## src/rtl/rv_pkg.sv

```systemverilog
// Shared constants and types for the instruction fetch path.
// Holds the FIFO occupancy states and the {pc, inst} entry layout.
package rv_pkg;

  localparam int XLEN = 32;
  localparam logic [XLEN-1:0] NOP_INST   = 32'h0000_0013;
  localparam logic [XLEN-1:0] INST_BYTES = 32'd4;

  typedef enum logic [1:0] {
    FIFO_EMPTY = 2'd0,
    FIFO_ONE   = 2'd1,
    FIFO_FULL  = 2'd2
  } fifo_state_e;

  typedef struct packed {
    logic [XLEN-1:0] pc;
    logic [XLEN-1:0] inst;
  } fetch_entry_t;

endpackage

```

## src/rtl/fetch_fifo.sv

```systemverilog
// Two-entry fetch queue of {pc, inst}; slot 0 is always the head.
// Flush wins over push and pop; simultaneous push and pop keeps the occupancy.
module fetch_fifo
  import rv_pkg::*;
(
  input  logic         clk,
  input  logic         rst,
  input  logic         push,
  input  logic         pop,
  input  logic         flush,
  input  fetch_entry_t wr_entry,
  output logic [1:0]   count,
  output logic         head_valid,
  output fetch_entry_t head
);

  fifo_state_e  state, state_next;
  fetch_entry_t slot [2];
  logic         pop_ok, push_ok, wr_idx;

  assign pop_ok  = pop && (state != FIFO_EMPTY);
  assign push_ok = push && ((state != FIFO_FULL) || pop_ok);

  // NOTE: state registers use non-blocking assignments so every flop samples pre-edge values.
  always_ff @(posedge clk or posedge rst) begin
    if (rst) state <= FIFO_EMPTY;
    else     state <= state_next;
  end

  // NOTE: state_next gets its default first so no path through this block infers a latch.
  always_comb begin
    state_next = state;
    if (flush) begin
      state_next = FIFO_EMPTY;
    end else begin
      unique case (state)
        FIFO_EMPTY: if (push_ok) state_next = FIFO_ONE;
        FIFO_ONE: begin
          if (push_ok && !pop_ok)      state_next = FIFO_FULL;
          else if (pop_ok && !push_ok) state_next = FIFO_EMPTY;
        end
        FIFO_FULL: if (pop_ok && !push_ok) state_next = FIFO_ONE;
        default:   state_next = FIFO_EMPTY;
      endcase
    end
  end

  // New entry lands behind whatever survives this edge's pop.
  assign wr_idx = (state == FIFO_FULL) || ((state == FIFO_ONE) && !pop_ok);

  // NOTE: the data slots carry no reset; head_valid from the state register masks stale contents.
  always_ff @(posedge clk) begin
    if (!flush) begin
      if (pop_ok && (state == FIFO_FULL)) slot[0] <= slot[1];
      if (push_ok)                        slot[wr_idx] <= wr_entry;
    end
  end

  assign count      = state;
  assign head_valid = (state != FIFO_EMPTY);
  assign head       = slot[0];

endmodule

```

## src/rtl/fetch_unit.sv

```systemverilog
// Sequential instruction fetch with a 2-deep decoupling queue toward decode.
// Redirects flush the queue and reload the PC; misaligned targets set a sticky flag.
module fetch_unit
  import rv_pkg::*;
#(
  parameter logic [XLEN-1:0] RESET_PC = 32'h0000_0000
) (
  input  logic            clk,
  input  logic            rst,
  output logic [XLEN-1:0] im_addr,
  input  logic [XLEN-1:0] im_inst,
  input  logic            redirect_valid,
  input  logic [XLEN-1:0] redirect_pc,
  output logic            out_valid,
  input  logic            out_ready,
  output logic [XLEN-1:0] out_inst,
  output logic [XLEN-1:0] out_pc,
  output logic [XLEN-1:0] out_pc4,
  output logic            misalign_err
);

  logic [XLEN-1:0] pc;
  logic [1:0]      count;
  logic            head_valid;
  fetch_entry_t    head;
  logic            pop, push;

  assign im_addr = pc;
  assign pop     = out_valid && out_ready;
  assign push    = !redirect_valid && ((count < 2'd2) || pop);

  always_ff @(posedge clk or posedge rst) begin
    if (rst) begin
      pc           <= RESET_PC;
      misalign_err <= 1'b0;
    end else if (redirect_valid) begin
      pc <= {redirect_pc[XLEN-1:2], 2'b00};
      if (redirect_pc[1:0] != 2'b00) misalign_err <= 1'b1;
    end else if (push) begin
      pc <= pc + INST_BYTES;
    end
  end

  fetch_fifo u_fifo (
    .clk        (clk),
    .rst        (rst),
    .push       (push),
    .pop        (pop),
    .flush      (redirect_valid),
    .wr_entry   ('{pc: pc, inst: im_inst}),
    .count      (count),
    .head_valid (head_valid),
    .head       (head)
  );

  // An empty queue presents a NOP at PC 0 so decode never sees stale data.
  assign out_valid = head_valid;
  assign out_inst  = head_valid ? head.inst : NOP_INST;
  assign out_pc    = head_valid ? head.pc : '0;
  assign out_pc4   = head_valid ? head.pc + INST_BYTES : '0;

endmodule

```

## config.mk

```make
export PLATFORM = sky130hd
export DESIGN_NAME = fetch_unit
export DESIGN_NICKNAME = d
export VERILOG_FILES = /design/src/rtl/rv_pkg.sv /design/src/rtl/fetch_fifo.sv /design/src/rtl/fetch_unit.sv
export SDC_FILE = /design/constraint.sdc
export NUM_CORES = 1
export LEC_CHECK = 0
export BUFFER_PORTS_ARGS = -buffer_cell sky130_fd_sc_hd__buf_2
export CAP_MARGIN = 20
export CORE_MARGIN = 8
export CORE_UTILIZATION = 55
export CTS_BUF_LIST = sky130_fd_sc_hd__clkbuf_4 sky130_fd_sc_hd__clkbuf_8 sky130_fd_sc_hd__clkbuf_16
export CTS_CLUSTER_DIAMETER = 60
export CTS_CLUSTER_SIZE = 8
export DETAILED_ROUTE_END_ITERATION = 7
export GPL_TIMING_DRIVEN = 0
export HOLD_SLACK_MARGIN = 0.05
export PLACE_DENSITY = 0.82
export SLEW_MARGIN = 20
export SYNTH_ARGS = -nofsm -noshare
export SYNTH_HDL_FRONTEND = slang
export SYNTH_HIERARCHICAL = 1
export SYNTH_SLANG_ARGS = --single-unit
```

## constraint.sdc

```tcl
create_clock -name clk -period 14 [get_ports clk]
set_input_delay 0.7 -clock clk [delete_from_list [all_inputs] [get_ports clk]]
set_output_delay 0.7 -clock clk [all_outputs]
set_load 0.02 [all_outputs]
```

## After elaboration in Yosys (flattened, before gate mapping)

Memories as Yosys holds them, arrays and structs flattened.
Cells that the tools add are included.

| operators by class | value |
|---|---|
| equality and inequality tests | 6 |
| mux-type cells | 17 |
| $lt $le $gt $ge | 1 |
| $add $sub $neg | 2 |
| reduce and logical (&&, ||, !) cells | 20 |

Operators with widths:

| cell | number |
|---|---|
| 32-bit two-way mux | 5 |
| 32-bit by 3-bit adder with 32-bit output, second input constant | 2 |
| 2-bit two-way mux | 5 |
| 1-bit logical AND | 8 |
| 1-bit two-way mux | 6 |
| 3-bit by 2-bit inequality test with 1-bit output, second input constant | 2 |
| 2-bit one-hot mux with 3 select lines | 1 |
| 2-bit nonzero test | 3 |
| 4-bit by 2-bit inequality test with 1-bit output, second input constant | 1 |
| 1-bit logical NOT | 3 |
| 1-bit logical OR | 3 |
| 3-bit AND reduction | 1 |
| 2-bit by 1-bit equality test with 1-bit output, second input constant | 1 |
| 2-bit equality test, second input constant | 1 |
| 2-bit logical NOT | 1 |
| 2-bit < comparator, second input constant | 1 |
| 2-bit inequality test, second input constant | 1 |
| 2-bit AND reduction | 1 |

| storage, ports and cells | value |
|---|---|
| memory bits (writable) | 128 |
| register bits after elaboration | 35 |
| bits of input ports | 68 |
| output and inout port bits | 130 |
| memories kept | 1 |

Memories:

| memory | depth | width | rd ports | clocked after memory_dff | write ports | line | source |
|---|---|---|---|---|---|---|---|
| u_fifo.slot | 2 | 64 | 2 | 0 | 2 | fetch_fifo.sv:18 | `fetch_entry_t slot [2];` |

## Longest topological paths before layout

Gate-level depths: netlist (run 1).

| depth | value |
|---|---|
| depth after elaboration | 11 |
| mapped depth | 10 |
| mapped depth without buffers | 7 |

## By module

Netlist (run 1), hierarchy kept.

Modules (own cells, without submodules):

| module | sequential area each (µm²) | instances | area an instance (µm²) | cells each |
|---|---|---|---|---|
| fetch_fifo | 3,893.7 | 1 | 4,777.1 | 223 |
| fetch_unit | 775.7 | 1 | 3,103.0 | 422 |

## Worst setup path before layout (run 1)

No wires, ideal clock.

| path | value |
|---|---|
| path type | flip-flop to flip-flop |
| from | register u_fifo.state[1] (netlist: u_fifo/count[1]) |
| to | memory u_fifo/slot[1][0] (netlist bit) (enable) |
| period minus slack after synthesis | 5.122 ns |
| setup slack | 8.878 ns |
| cell stages (with the launch flop) | 10 |
| library setup time | 0.486 ns |
| data arrival time | 4.635 ns |
| cells stage by stage | dfrtp_1 -> inv_1 -> nand2_1 -> clkbuf_1 -> clkbuf_1 -> clkbuf_1 -> and2_1 -> nor3b_1 -> a21oi_1 -> nor2_1 |

RTL lines:

| item | line | source |
|---|---|---|
| start, declared | fetch_fifo.sv:17 | `fifo_state_e state, state_next;` |
| start signal, assigned | fetch_fifo.sv:27 | `else state <= state_next;` |
| end, declared | fetch_fifo.sv:18 |  |

==> impl_metrics.json, run 1 <==
{
  "seq_area_um2": 4670,
  "core_area_um2": 13900,
  "dp_hpwl_um": 15300,
  "grt_pass1_vias": 5986,
  "antenna_found_initial": 0,
  "critical_path_class": "reg2reg",
  "synth_seq_cells": 161,
  "tns_ns": 0,
  "area_delta_synth_final_pct": 24.0,
  "placed_area_um2": 9180,
  "first_pass_iters": 6,
  "wire_per_inst_um": 19.5,
  "critPathMaxStageDelay_ns": 0.44,
  "netlist_area_um2": 7880,
  "setup_viol": 0,
  "vias_per_cell": 5.76,
  "worst_pin_slew_ns": 0.818,
  "vias": 6107,
  "rr_startpoint": "u_fifo/count[1]",
  "final_util": 0.701,
  "crit_family": "buffers and inverters",
  "die_w_um": 136,
  "initial_core_util": 0.566,
  "cp-end-kind": "flop",
  "vdd_drop_max_mv": 0.0953,
  "power_mw": 1.27,
  "min_period_ns": 3.90,
  "drive_above_1_share": 0.361,
  "cts-buffers-inserted": 17,
  "p_leak_nw": 3.88,
  "worstHoldPathType": "in2async",
  "antenna_cells": 0,
  "yosysWarningCount": 6,
  "fin_skew_ns": 0.00767,
  "critical_path_buf_inv_count": 5,
  "cts_resized": 0,
  "path_cells": "inv_1 > nand2_1 > clkbuf_1 > clkbuf_1 > clkbuf_1 > and2_1 > nor3b_1 > nor3_4 > buf_2 > mux2_2",
  "die_area_um2": 18400,
  "cts_tree": "yes",
  "synth_area_per_cell_um2": 12.2,
  "critPathLaunch": "u_fifo/count[1]",
  "cts-root-buf": "clkbuf_16",
  "rsz0062_at_grt": "false",
  "finalHoldViolations": 0,
  "final_area_um2": 9770,
  "synth_cell_types": 50,
  "p_per_area_nw_per_um2": 130,
  "maxSlewViolCount": 0,
  "crit_slowest_cell": "clkbuf_1",
  "clkTransAtPathRegs_ns": 0.06,
  "wl_met1_um": 8620,
  "top_layer": "met4",
  "gr-usage-all-layers": 0.222,
  "die_y_um": 136,
  "htreeDepth": 4,
  "worstSkewPairLatency_ns": 0.42,
  "drt-initial-drc-count": 483,
  "status": "finished clean",
  "io_pins": 198,
  "drv_cap": 0,
  "timing.final.crit_share": 0.278,
  "crit_fanout": 10,
  "grt_overflow": 0,
  "cp.required_ns": 14.16,
  "ant_nets": 0,
  "fp-row-count": 43,
  "start_kind": "flop",
  "drc": 0,
  "met2_length_um": 9910,
  "dr_wl_met3_um": 1610,
  "clk_path_buf_depth": 2,
  "routed_wl_um": 20600,
  "relSlewSlack": 0.450,
  "crit_arrival_ns": 4.06,
  "clock_sinks": 161,
  "fill_cells": 1014,
  "crit_path_frequent_cell": "clkbuf_1",
  "yosysSeqAreaShare": 0.593,
  "finalWeightedCongestion": 0.900,
  "port_buffers": 195,
  "multi_input_area_um2": 3030,
  "nets": 937,
  "grt_pass1_wl_um": 32000,
  "post-cts-setup-buffer-count": 0,
  "fmax_ghz": 0.257,
  "synth_cells": 645,
  "grt_max_degree": 34,
  "cts_hold_buf": 0
}
-- cell usage after synthesis, drive strengths merged --
master | instances | area share
a21bo | 2 | 0.0025
a21boi | 1 | 0.00095
a21oi | 13 | 0.0083
a221o | 1 | 0.0013
a22oi | 3 | 0.0029
a31oi | 7 | 0.0056
a32oi | 1 | 0.0011
and2 | 63 | 0.050
and3 | 7 | 0.0056
and4 | 6 | 0.0068
buf | 12 | 0.0097
clkbuf | 24 | 0.011
conb | 1 | 0.00048
dfrtp | 33 | 0.10
edfxtp | 128 | 0.49
ha | 2 | 0.0032
inv | 14 | 0.0067
mux2 | 71 | 0.10
mux2i | 1 | 0.0013
nand2 | 40 | 0.019
nand2b | 6 | 0.0048
nand3 | 33 | 0.021
nand4 | 22 | 0.019
nor2 | 36 | 0.017
nor2b | 6 | 0.0048
nor3 | 7 | 0.0059
nor3b | 2 | 0.0019
nor4 | 8 | 0.0064
nor4b | 1 | 0.0011
o211ai | 7 | 0.0067
o21ai | 18 | 0.011
o311a | 1 | 0.0013
o311ai | 3 | 0.0033
o31a | 2 | 0.0022
o31ai | 12 | 0.011
or2 | 4 | 0.0032
or3 | 4 | 0.0032
or4 | 21 | 0.020
xnor2 | 5 | 0.0056
xor2 | 17 | 0.019
-- cells in the final DEF, fill, tap and decap left out, types with 5 or more instances in the layout --
master and n:
mux2_2 66, and3_1 7, nand3_1 33, nor2b_1 6, a21oi_1 13, o211ai_1 7, nand2b_1 6, nor2_1 35
edfxtp_1 128, xor2_1 17, and2_1 62, nor3_1 6, nand4_1 20, or4_1 20, o31ai_1 12, and4_1 5
clkbuf_16 17, inv_1 13, dfrtp_1 33, nand2_1 40, nor4_1 8, mux2_1 5, conb_1 6, clkbuf_1 24
a31oi_1 7, xnor2_1 5, buf_2 202, o21ai_0 18
-- worst register-to-register path, stage by stage, from the launching register on --
cell and delay [ns]:
dfrtp_1 0.42, inv_1 0.12, nand2_1 0.18, clkbuf_1 0.42, clkbuf_1 0.44, clkbuf_1 0.35
and2_1 0.35, nor3b_1 0.16, nor3_4 0.45, buf_2 0.38, mux2_2 0.38
-- area by class of cell --
class / count / share of cell area
timing repair buffer: 198 / 0.106
inverter: 14 / 0.00538
clock inverter: 12 / 0.0145
clock buffer: 20 / 0.0459
tap: 180 / 0.0231
buffer: 36 / 0.0170
multi-input combinational: 439 / 0.310
sequential: 161 / 0.478
-- power breakdown --
| group | switching [mW] | total (mW) | leakage [nW] | internal [mW] |
|---|---|---|---|---|
| combinational | 0.140 | 0.221 | 2.03 | 0.0808 |
| clock | 0.179 | 0.463 | 0.291 | 0.284 |
| sequential | 0.0325 | 0.586 | 1.56 | 0.554 |
| total | 0.352 | 1.27 | 3.88 | 0.918 |
-- worst paths after layout --
| path | cells past startpoint | slack, ns | endpoint |
|---|---|---|---|
| max in group asynchronous | 2 | 13.17 | im_addr[19] |
| hold / removal | 2 | 0.15 | u_fifo/count[1] |
| setup / recovery | 10 | 10.10 | u_fifo/slot[0][25] |
| min in group clk | 1 | 0.46 | misalign_err |
| setup reg to reg | 10 | 10.10 | u_fifo/slot[0][25] |
| hold reg to reg | 1 | 0.46 | misalign_err |
-- logic make-up (layout without fill, tap and decap cells) --
group,count (synthesis),after routing,synth area share
compound gates,71,71,0.0589
xor+xnor,22,22,0.0245
fa+ha+maj,2,2,0.00318
buf+inv,50,280,0.0278
flops,161,161,0.593
mux,72,72,0.103
other cells,1,6,0.000476
simple gates,266,266,0.190
-- stage by stage --
stage / worst slack [ns] / cells / hold WS (ns)
final: 10.10 / 1060 / 0.148
after global routing: 9.77 / 1060 / 0.138
after CTS: 10.10 / 1060 / 0.129
after detailed placement: 10.10 / 1028 / 0.453
after global placement: 7.23 / 1025 / 0.447
after floorplan: 8.88 / 650 / 0.441
-- layer usage --
layer	vias to the layer above	GRT usage
li1	2852	-
met1	2910	0.282
met2	304	0.359
met3	41	0.0504
met4	0	0.0962
met5	-	0
-- state kept, by name, indices dropped and copies added (netlist names) --
signal,cells
u_fifo/slot,128
im_addr,30
u_fifo/count,2
misalign_err,1
Power figures use the tool's default switching activity.
==> run 2, diff against run 1 <==
- CORE_UTILIZATION: 55 -> 54
- PLACE_DENSITY: 0.82 -> 0.81
- clock period: 14 -> 4 ns (I/O delays scaled with it)
==> run 2 against run 1 <==
  * Sequential power rose to 3.5 times the previous value
  * Combinational power rose to 3.8 times the previous value
  * Global-route usage rose by 1.6 points
  * Fmax rose by 3.9%
  * Critical endpoint is now u_fifo/slot[0][23]
  * Die area rose by 1.6%
  * Largest power group unchanged
==> impl_metrics.json, run 2 (synthesis results as in run 1) <==
{
  "path_cells": "inv_1 > nand2_1 > clkbuf_1 > clkbuf_2 > clkbuf_1 > and2_1 > nor3b_1 > nor3_4 > buf_2 > mux2_2",
  "status": "finished clean",
  "worstSkewPairLatency_ns": 0.43,
  "final_util": 0.723,
  "area_delta_synth_final_pct": 32.4,
  "wire_per_inst_um": 19.9,
  "worst_pin_slew_ns": 0.856,
  "critical_path_class": "reg2reg",
  "cts-buffers-inserted": 17,
  "ant_nets": 0,
  "worst-path-stages": 10,
  "antenna_cells": 0,
  "holdWs_ns": 0.0830,
  "io_pins": 198,
  "crit_path_frequent_cell": "clkbuf_1",
  "nets": 1001,
  "dp_hpwl_um": 15200,
  "worstHoldPathType": "in2reg",
  "top_register": "u_fifo/slot",
  "relSlewSlack": 0.424,
  "drt-initial-drc-count": 513,
  "cp-end-kind": "flop",
  "vdd_drop_max_mv": 0.321,
  "critPathLaunch": "u_fifo/count[1]",
  "reg2reg_slack_ns": 0.25,
  "cp-endpoint": "u_fifo/slot[0][23]",
  "core_area_um2": 14400,
  "r2r-end": "u_fifo/slot[0][23]",
  "setup_viol": 0,
  "cts-root-buf": "clkbuf_16",
  "antenna_found_initial": 0,
  "clkTransAtPathRegs_ns": 0.07,
  "layout_common_cells": "buf_2, edfxtp_1, mux2_2",
  "largest_reg_flops": 128,
  "crit_slowest_cell": "nor3_4",
  "p_leak_nw": 4.15,
  "cp.required_ns": 4.18,
  "critPathMaxStageDelay_ns": 0.42,
  "die_y_um": 137,
  "worstRegToRegCells": 10,
  "routed_wl_um": 22400,
  "fp-row-count": 44,
  "vias": 6369,
  "port_buffers": 195,
  "setup_ws_ns": 0.249,
  "grt_pass1_vias": 6325,
  "pre_cts_ws_ns": 0.111,
  "crit_family": "buffers and inverters",
  "maxSlewViolCount": 0,
  "drv_cap": 0,
  "fin_skew_ns": 0.00980,
  "initial_core_util": 0.546,
  "drive_above_1_share": 0.340,
  "clk_path_buf_depth": 2,
  "die_area_um2": 18700,
  "clock_sinks": 161,
  "crit_fanout": 10,
  "critical_path_buf_inv_count": 5,
  "min_period_ns": 3.75,
  "first_pass_iters": 5,
  "start_kind": "flop",
  "final_common_cell": "buf_2",
  "fmax_ghz": 0.267,
  "finalWeightedCongestion": 0.900,
  "grt_overflow": 0,
  "gr-usage-all-layers": 0.238,
  "cts_tree": "yes",
  "vias_per_cell": 5.65,
  "p_per_area_nw_per_um2": 435,
  "grt_max_degree": 34,
  "timing.final.crit_share": 0.938,
  "grt_pass1_wl_um": 34400,
  "drc": 0,
  "htreeDepth": 4,
  "rsz0062_at_grt": "false",
  "finalHoldViolations": 0,
  "die_w_um": 137,
  "rr_startpoint": "u_fifo/count[1]",
  "crit_arrival_ns": 3.93
}
## run 2: layout make-up
type                       count  area (um^2)
buffer                        36          168
clock inverter                14          164
timing repair buffer         261         1680
multi-input combinational    440         3040
fill                         956         3990
tap                          184          230
sequential                   161         4670
inverter                      14         52.6
clock buffer                  18          433
## run 2: worst min-delay path by stage
stage	startpoint	endpoint	slack (ns)	cells past startpoint
2_1_floorplan	rst	u_fifo/count[0]	-0.06	1
6_report	redirect_pc[21]	im_addr[21]	0.08	3
5_1_grt	redirect_pc[21]	im_addr[21]	0.08	3
3_5_place_dp	rst	u_fifo/count[1]	0.07	2
4_1_cts	redirect_pc[21]	im_addr[21]	0.05	3
3_3_place_gp	rst	u_fifo/count[1]	0.07	2
## run 2: per-stage QoR
step | std cells | power [mW] | cell area (um^2) | setup TNS [ns]
6_report | 1128 | 4.54 | 10400 | 0
5_1_grt | 1128 | 4.69 | 10400 | 0
4_1_cts | 1127 | 4.54 | 10400 | 0
3_5_place_dp | 1032 | 2.86 | 9200 | 0
3_3_place_gp | 1029 | 2.83 | 9110 | -86.17
2_1_floorplan | 650 | 2.54 | 7910 | 0
## run 2: repair_timing
item                                   4_1_cts  5_1_grt
hold buffers                                63        0
endpoints found under the hold margin       94        0
resized for setup                            0        2
setup endpoints to repair                    0       84
buffers inserted                             0        0
## run 2: per-layer routing
layer / routed length [um] / GRT usage
met1: 9120 / 0.295
met2: 11200 / 0.398
met3: 1670 / 0.0580
met4: 414 / 0.0869
met5: 0 / 0
## run 2: worst reg2reg max path, cell delays in order (launching register included)
cell and delay (ns):
dfrtp_1 0.41, inv_1 0.12, nand2_1 0.18, clkbuf_1 0.41
clkbuf_2 0.33, clkbuf_1 0.32, and2_1 0.37, nor3b_1 0.17
nor3_4 0.42, buf_2 0.38, mux2_2 0.40
## run 2: where the power goes
part / total [mW] / internal, mW / switching, mW / leakage, nW
Sequential: 2.05 / 1.94 / 0.116 / 1.56
Combinational: 0.835 / 0.325 / 0.510 / 2.30
Clock: 1.65 / 0.984 / 0.664 / 0.281
==> run 3, diff against run 2 <==
- ABC_AREA: not set -> 1
- CORE_UTILIZATION: 54 -> 55
==> run 3 against run 2 <==
  * Routed wire length increased by 9.7%
  * Fmax increased by 3.4%
  * Core utilization decreased by 0.37 points
  * Register-to-register slack improved by 0.12 ns
  * Synthesized cell count increased by 67%
  * Worst setup slack improved by 0.12 ns
  * Sequential share of layout area decreased by 3.2 points
  * Clock power decreased by 6%
  * Critical endpoint is now u_fifo/slot[0][4]
==> impl_metrics.json, run 3 <==
{
  "port_buffers": 195,
  "maxSlewViolCount": 0,
  "synth_top_area_frac": 0.445,
  "setup_viol": 0,
  "pre_cts_ws_ns": 0.486,
  "synth-main-ff-cell": "edfxtp_1",
  "reg2reg_slack_ns": 0.37,
  "synth_edf_count": 128,
  "core_area_um2": 15600,
  "area_delta_synth_final_pct": 30.0,
  "cp.required_ns": 4.14,
  "antenna_found_initial": 0,
  "synth_seq_cells": 161,
  "p_per_area_nw_per_um2": 524,
  "fmax_ghz": 0.276,
  "drt-initial-drc-count": 651,
  "post-cts-setup-buffer-count": 0,
  "async_flop_share": 0.205,
  "cp-endpoint": "u_fifo/slot[0][4]",
  "comb_power_share": 0.338,
  "cts_resized": 0,
  "die_area_um2": 20000,
  "critical_path_buf_inv_count": 8,
  "yosysMostFrequentCell": "nand2_1",
  "min_period_ns": 3.63,
  "grt_max_degree": 32,
  "layout_common_cells": "nand2_1, buf_2, edfxtp_1",
  "fp-row-count": 46,
  "io_pins": 198,
  "crit_family": "buffers and inverters",
  "synth_area_per_cell_um2": 8.02,
  "vdd_drop_max_mv": 0.349,
  "yosysSeqAreaShare": 0.541,
  "setup_ws_ns": 0.372,
  "rsz0062_at_grt": "false",
  "crit_fanout": 15,
  "p_clk_frac": 0.264,
  "critical_path_class": "reg2reg",
  "drv_cap": 0,
  "worstRegToRegCells": 15,
  "start_kind": "flop",
  "p_sw_frac": 0.385,
  "finalHoldViolations": 0,
  "nets": 1434,
  "path_cells": "inv_1 > nand2_1 > nand2_1 > nand2_2 > nand2_1 > inv_2 > buf_2 > nand3_2 > nor2_4 > inv_2 > buf_2 > o31ai_4 > buf_6 > buf_8 > buf_8",
  "synth_cell_types": 35,
  "first_pass_iters": 5,
  "drive_above_1_share": 0.215,
  "status": "finished clean",
  "die_y_um": 141,
  "drc": 0,
  "crit_path_frequent_cell": "nand2_1",
  "synth_area_leaders": "edfxtp_1, nand2_1, dfrtp_1",
  "worst_pin_slew_ns": 0.682,
  "synth_cells": 1077,
  "htreeDepth": 4,
  "rr_startpoint": "u_fifo/count[1]",
  "gr-usage-all-layers": 0.249,
  "initial_core_util": 0.554,
  "grt_pass1_wl_um": 39600,
  "die_w_um": 141,
  "vias": 8062,
  "worst-path-stages": 15,
  "routed_wl_um": 24600,
  "cts-root-buf": "clkbuf_16",
  "timing.final.crit_share": 0.907,
  "synth_common_cells": "nand2_1, edfxtp_1, inv_1",
  "finalWeightedCongestion": 0.945,
  "cts_hold_buf": 61,
  "cts-buffers-inserted": 17,
  "yosysWarningCount": 6,
  "critPathLaunch": "u_fifo/count[1]",
  "yosysTopAreaCell": "edfxtp_1",
  "worstSkewPairLatency_ns": 0.43,
  "antenna_cells": 0,
  "fin_skew_ns": 0.0108,
  "p_int_mw": 3.62,
  "clk_path_buf_depth": 2,
  "p_leak_nw": 5.60,
  "clock_sinks": 161,
  "crit_slowest_cell": "dfrtp_1",
  "dp_hpwl_um": 17800,
  "crit_arrival_ns": 3.76,
  "power_mw": 5.88,
  "netlist_area_um2": 8640,
  "cts_tree": "yes",
  "grt_overflow": 0,
  "vias_per_cell": 5.06,
  "top_register": "u_fifo/slot",
  "final_common_cell": "nand2_1",
  "clkTransAtPathRegs_ns": 0.07,
  "p_switching_mw": 2.26,
  "relSlewSlack": 0.545,
  "grt_pass1_vias": 7881,
  "r2r-end": "u_fifo/slot[0][4]",
  "worstHoldPathType": "in2reg",
  "largest_reg_flops": 128,
  "ant_nets": 0,
  "wire_per_inst_um": 15.4,
  "critPathMaxStageDelay_ns": 0.41,
  "p_seq_frac": 0.398,
  "cp-end-kind": "flop"
}
run 3: worst min-delay path by stage:
stage	from	end	cells after the start
final	redirect_pc[5]	im_addr[5]	3
after global routing	redirect_pc[5]	im_addr[5]	3
after CTS	redirect_pc[5]	im_addr[5]	3
after detailed placement	rst	u_fifo/count[1]	2
after global placement	rst	u_fifo/count[0]	2
after floorplan	rst	u_fifo/count[0]	1
run 3: cell type report:
class | instances | area [um^2]
fillers | 1170 | 4370
clock inverters | 14 | 130
flip-flops and latches | 161 | 4670
clock buffers | 18 | 433
repair buffers | 263 | 1710
plain buffers | 34 | 246
inverters | 133 | 499
well taps | 216 | 270
multi-input cells | 754 | 3260
run 3: per-stage QoR:
step | area (um^2) | cells | hold slack (ns) | TNS (ns) | utilization
after global routing | 11200 | 1593 | 0.0602 | 0 | 0.720
final | 11200 | 1593 | 0.0573 | 0 | 0.720
after detailed placement | 10100 | 1500 | 0.0718 | 0 | 0.644
after global placement | 9920 | 1493 | 0.0604 | -61.63 | 0.636
after CTS | 11200 | 1593 | 0.0553 | 0 | 0.720
after floorplan | 8670 | 1082 | -0.0588 | 0 | -
run 3: logic make-up (layout without fill, tap and decap cells):
kind of cell / count (synthesis) / count (layout) / synth area share
xor+xnor: 18 / 18 / 0.0183
compound gates: 31 / 31 / 0.0209
buf+inv: 167 / 462 / 0.0864
fa+ha+maj: 2 / 2 / 0.00290
other cells: 1 / 6 / 0.000434
simple gates: 697 / 697 / 0.330
flops: 161 / 161 / 0.541
run 3: routing by layer:
layer	GRT usage	vias up	part of all wire
li1	-	3922	-
met1	0.298	3711	0.40
met2	0.429	382	0.50
met3	0.0588	47	0.078
met4	0.0973	0	0.023
met5	0	-	0
run 3: tightest hold or removal path, cell delays in order:
cell	delay [ns]
buf_2	0.08
nor2_1	0.04
a21oi_1	0.13
run 3: power by group through the flow:
| stage | clock network (mW) | registers [mW] | logic [mW] |
|---|---|---|---|
| 2_1_floorplan | 0 | 2.36 | 1.21 |
| 4_1_cts | 1.57 | 2.33 | 1.99 |
| 5_1_grt | 1.63 | 2.36 | 2.18 |
| 3_5_place_dp | 0 | 2.36 | 1.93 |
| 6_report | 1.55 | 2.34 | 1.99 |
| 3_3_place_gp | 0 | 2.37 | 1.84 |
